## src/rtl/regfile_pkg.sv

```systemverilog
// regfile_pkg: shared sizes, types and the one-hot check for the register file and its decoder.
package regfile_pkg;
  localparam int DATA_W = 32;
  localparam int NREG = 32;
  localparam int ADDR_W = 5;
  localparam int CNT_W = 16;
  typedef logic [DATA_W-1:0] word_t;
  typedef logic [NREG-1:0] onehot_t;
  function automatic logic onehot_ok(onehot_t s);
    return (s != '0) && ((s & (s - onehot_t'(1))) == '0);
  endfunction
endpackage

```

## src/rtl/regfile_onehot_wr_if.sv

```systemverilog
// regfile_onehot_wr_if: write/read bus of the register file; master drives writes and addresses.
interface regfile_onehot_wr_if;
  import regfile_pkg::*;
  onehot_t wsel;
  word_t wdata;
  logic [ADDR_W-1:0] ra;
  logic [ADDR_W-1:0] rb;
  word_t qa;
  word_t qb;
  logic sel_err;
  logic [CNT_W-1:0] wr_cnt;
  modport master(output wsel, wdata, ra, rb, input qa, qb, sel_err, wr_cnt);
  modport slave(input wsel, wdata, ra, rb, output qa, qb, sel_err, wr_cnt);
endinterface

```

## src/rtl/regfile_onehot_wr_reg_cell.sv

```systemverilog
// reg_cell: one data word with async active-high reset and write enable.
module reg_cell
  import regfile_pkg::*;
(
  input  logic  clk,
  input  logic  rst,
  input  logic  we,
  input  word_t d,
  output word_t q
);
  always_ff @(posedge clk or posedge rst)
    if (rst) q <= '0;
    else if (we) q <= d;
endmodule

```

## src/rtl/regfile_onehot_wr.sv

```systemverilog
// regfile_onehot_wr: 32x32 register file with one-hot write select and two combinational reads (REGFILE_BYPASS_EN adds write-to-read forwarding).
module regfile_onehot_wr
  import regfile_pkg::*;
(
  input logic clk,
  input logic rst,
  regfile_onehot_wr_if.slave bus
);
  word_t regs [NREG];
  logic wr_ok;
  logic multi;
  logic sel_err;
  logic [CNT_W-1:0] wr_cnt;
  assign wr_ok = onehot_ok(bus.wsel);
  assign multi = |(bus.wsel & (bus.wsel - onehot_t'(1)));
  assign regs[0] = '0;
  for (genvar i = 1; i < NREG; i++) begin : g_cell
    reg_cell u_cell (
      .clk(clk),
      .rst(rst),
      .we (wr_ok & bus.wsel[i]),
      .d  (bus.wdata),
      .q  (regs[i])
    );
  end
  always_ff @(posedge clk or posedge rst)
    if (rst) begin
      sel_err <= 1'b0;
      wr_cnt <= '0;
    end else begin
      if (multi) sel_err <= 1'b1;
      if (wr_ok && wr_cnt != '1) wr_cnt <= wr_cnt + CNT_W'(1);
    end
  always_ff @(posedge clk)
    if (!rst) assert (!$isunknown(bus.wsel));
  assign bus.sel_err = sel_err;
  assign bus.wr_cnt = wr_cnt;
`ifdef REGFILE_BYPASS_EN
  // forwarding is gated by rst so reads stay zero while reset is held
  assign bus.qa = (!rst && wr_ok && bus.ra != '0 && bus.wsel[bus.ra]) ? bus.wdata : regs[bus.ra];
  assign bus.qb = (!rst && wr_ok && bus.rb != '0 && bus.wsel[bus.rb]) ? bus.wdata : regs[bus.rb];
`else
  assign bus.qa = regs[bus.ra];
  assign bus.qb = regs[bus.rb];
`endif
endmodule

```

## src/flat_wrapper.sv

```systemverilog
// flat-port wrapper written by rule: the top's interface ports become plain ports
module regfile_onehot_wr_flat import regfile_pkg::*;
  (clk, rst, bus_wsel, bus_wdata, bus_ra, bus_rb, bus_qa, bus_qb, bus_sel_err, bus_wr_cnt);
  regfile_onehot_wr_if bus_i ();
  input logic clk;
  input logic rst;
  input wire logic [$bits(bus_i.wsel)-1:0] bus_wsel;
  input wire logic [$bits(bus_i.wdata)-1:0] bus_wdata;
  input wire logic [$bits(bus_i.ra)-1:0] bus_ra;
  input wire logic [$bits(bus_i.rb)-1:0] bus_rb;
  output wire logic [$bits(bus_i.qa)-1:0] bus_qa;
  output wire logic [$bits(bus_i.qb)-1:0] bus_qb;
  output wire logic [$bits(bus_i.sel_err)-1:0] bus_sel_err;
  output wire logic [$bits(bus_i.wr_cnt)-1:0] bus_wr_cnt;
  assign bus_i.wsel = bus_wsel;
  assign bus_i.wdata = bus_wdata;
  assign bus_i.ra = bus_ra;
  assign bus_i.rb = bus_rb;
  assign bus_qa = bus_i.qa;
  assign bus_qb = bus_i.qb;
  assign bus_sel_err = bus_i.sel_err;
  assign bus_wr_cnt = bus_i.wr_cnt;
  regfile_onehot_wr u_core (.clk(clk), .rst(rst), .bus(bus_i));
endmodule
```

## config.mk

```make
export PLATFORM = sky130hd
export DESIGN_NAME = regfile_onehot_wr_flat
export DESIGN_NICKNAME = d
export VERILOG_FILES = /design/src/rtl/regfile_pkg.sv /design/src/rtl/regfile_onehot_wr_if.sv /design/src/rtl/regfile_onehot_wr_reg_cell.sv /design/src/rtl/regfile_onehot_wr.sv /design/src/flat_wrapper.sv
export SDC_FILE = /design/constraint.sdc
export NUM_CORES = 2
export LEC_CHECK = 0
export CORE_MARGIN = 4
export CORE_UTILIZATION = 57
export CTS_CLUSTER_SIZE = 16
export DETAILED_ROUTE_END_ITERATION = 7
export GPL_TIMING_DRIVEN = 1
export PLACE_DENSITY = 0.78
export SLEW_MARGIN = 25
export SYNTH_ARGS = -nofsm -noshare
export SYNTH_HDL_FRONTEND = slang
export SYNTH_SLANG_ARGS = --single-unit
```

## constraint.sdc

```tcl
create_clock -name clk -period 34.5 [get_ports clk]
set_input_delay 6.9 -clock clk [delete_from_list [all_inputs] [get_ports clk]]
set_output_delay 6.9 -clock clk [all_outputs]
set_load 0.005 [all_outputs]
```

==> run metrics <==
worst min path class=reg -> reg; Mapped Cells=3301; Worst-Margin Slew=1.131 ns; RSZ-0062 raised after global routing=false; Slew Limit Fails=0; layout cells sized above 1=32.03%; post-CTS sizing=0; Seq/Total Area, Yosys=46.28%; worst setup margin=15.56 ns; initial antenna violation count=5; critical path peak fanout=84; DR iter-0 viols=3195; Slew Limit Headroom=24.58%; DP HPWL=79800 um; Inst Count DP=4402; die area=0.1007 mm^2; Sum Neg Setup Slack=0 ns; CP required=27.60 ns; row count=113; VDD IR max=0.03908 mV; internal power=1.952 mW; fin cells=4612; crit start category=input pin; drt drc=0; max-cap viol count=0; clock tree sinks=1009; Starting Density=57.42%; DP Worst Slack=15.60 ns; YS warnings=0; vias per std cell=7.031; syn nets=3378; Final setup violation count=0; DR WL/cell=32.51 um; largest net degree at the start of global routing=195; Port Buffer Count=156; Fin. Hold Viols=0; TritonCTS clock tree=done; Total Routed Length=149900 um; core region area=0.09501 mm^2; switching portion of total power=23.00%; first-pass GRT wire length=226600 um; clock-pin slew on the worst setup and hold paths=0.06 ns; synthesized flop and latch total=1009; vias in the first global route=34838; via count=32425; Post-Syn Area=0.05456 mm^2; CTS max path bufs=3; layout net count=3327; Worst EP arrival=12.04 ns; area leader, netlist=dfrtp_1; Avg Inst Size Synth=16.53 um^2; Setup crit end kind=output port; Gate power share=5.3%; clock power share=48.0%; share of flip-flops with an asynchronous set or reset=100.0%; Post-synth top flop=dfrtp_1; Filler Cells Inserted=6588; die span in x=317.4 um; Synth-to-Final Area Change=9.846%; most frequent cells in the layout=dfrtp_1 (1009), mux2_1 (929), mux4_2 (576), mux2_2 (192), clkdlybuf4s50_1 (137); grt ovf=0; gpl congestion=0.8290; Fmax=0.05280 GHz; fin crit share=54.90%; cts hold-fix bufs=0; num ports=157; outcome=complete, no violations; post-synth top area share=46.28%; Worst-Skew Late Latency=0.67 ns; Die Y=317.4 um; CP Class=in -> out; post-synth cell types=47; Power Density=42.30 mW/mm^2; Seq pwr share=46.7%; switching pwr=0.5829 mW; commonest non-fill, non-tap cell in the layout=dfrtp_1; Tmin final=18.94 ns; Post-synth EDFFs=0; Post-CTS Setup Repair Bufs=0; CTS root buffer=clkbuf_16; Detail Route Antenna Nets=0; Layout Skew=0.005828 ns; P_leak=28.42 nW; Post-Route Utilization=63.07%; GRT Total Usage=30.45%; Synth area leaders=dfrtp_1 (46%), mux4_2 (24%), mux2_1 (19%), mux2_2 (4.0%), buf_6 (1.7%); DR pass1 iterations=5; Inserted Clock Buffers=108; H-tree depth=3
[layout make-up]
type | count | area (um^2) | area share [%]
inverters | 2 | 11.26 | 0.01879
clock inverters | 45 | 580.6 | 0.9688
clock buffers | 159 | 3177 | 5.301
flip-flops and latches | 1009 | 25250 | 42.13
diodes | 3 | 7.507 | 0.01253
repair buffers | 220 | 2138 | 3.568
well taps | 1265 | 1583 | 2.641
multi-input cells | 1909 | 27180 | 45.36
[logic make-up after synthesis]
family,share of synthesized area [%]
AOI/OAI and AO/OA,1.255
and+or+nand+nor,1.197
buffers and inverters,4.014
adders and majority gates,0.09632
xor gates and xnor gates,0.2408
DFF,46.28
muxes,46.92
[power groups by stage]
stage | Sequential, mW | Combinational, mW | Clock [mW]
2_1_floorplan | 1.21 | 0.0909 | 0
3_3_place_gp | 1.21 | 0.132 | 0
3_5_place_dp | 1.21 | 0.136 | 0
4_1_cts | 1.18 | 0.136 | 1.23
5_1_grt | 1.18 | 0.146 | 1.28
6_report | 1.18 | 0.135 | 1.22
[registers in the layout, summed over array words and instances, names as in the netlist]
name	cells
u_core.bus.wr_cnt	16
u_core.bus.sel_err	1
u_core.g_cell.u_cell.q	992
[routing by layer]
layer	vias to the layer above	wire (um)	GRT usage, %
met3	374	10510	4.926
li1	12827	-	-
met1	17758	56420	39.49
met2	1464	75450	51.14
met4	2	7553	13.85
met5	-	6	0
[synthesized netlist by cell type (all sizes together) (3+ instances only)]
master,n
o21ai,4
nand4,13
nor4,6
and2,30
nor2b,3
mux2,1121
xnor2,14
nand2,11
nand3,10
buf,179
clkbuf,202
and3,5
a22o,63
dfrtp,1009
or2,3
maj3,4
nor3,13
nor2,8
or3,3
a21oi,5
mux4,576
[worst max-delay path, cell delays in order]
cell and delay [ns]:
buf_8 0.53, buf_4 0.87, buf_4 0.83, buf_4 0.93
mux2_2 0.42, a22o_1 0.18, mux4_2 0.45, mux2_2 0.32
clkdlybuf4s50_1 0.48
[final timing paths]
path	from	slack (ns)	to	depth (start not counted)
max	bus_rb[1]	15.56	bus_qb[5]	9
min	u_core.bus.sel_err	0.47	u_core.bus.sel_err	1
max reg2reg	u_core.bus.wr_cnt[6]	32.25	u_core.bus.wr_cnt[14]	7
min reg2reg	u_core.bus.sel_err	0.47	u_core.bus.sel_err	1
max in group asynchronous	rst	24.97	u_core.g_cell[13].u_cell.q[17]	7
min in group asynchronous	rst	6.58	u_core.bus.wr_cnt[0]	2
[per-stage QoR]
stage          power, mW  hold slack (ns)  area (um^2)
2_1_floorplan      1.299           0.4590        54560
3_3_place_gp       1.337           0.4524        56110
5_1_grt            2.611           0.4945        59930
4_1_cts            2.551           0.4747        59870
6_report           2.535           0.4741        59930
3_5_place_dp       1.341           0.4617        56120
No activity file was read; power rests on OpenSTA's default activity.
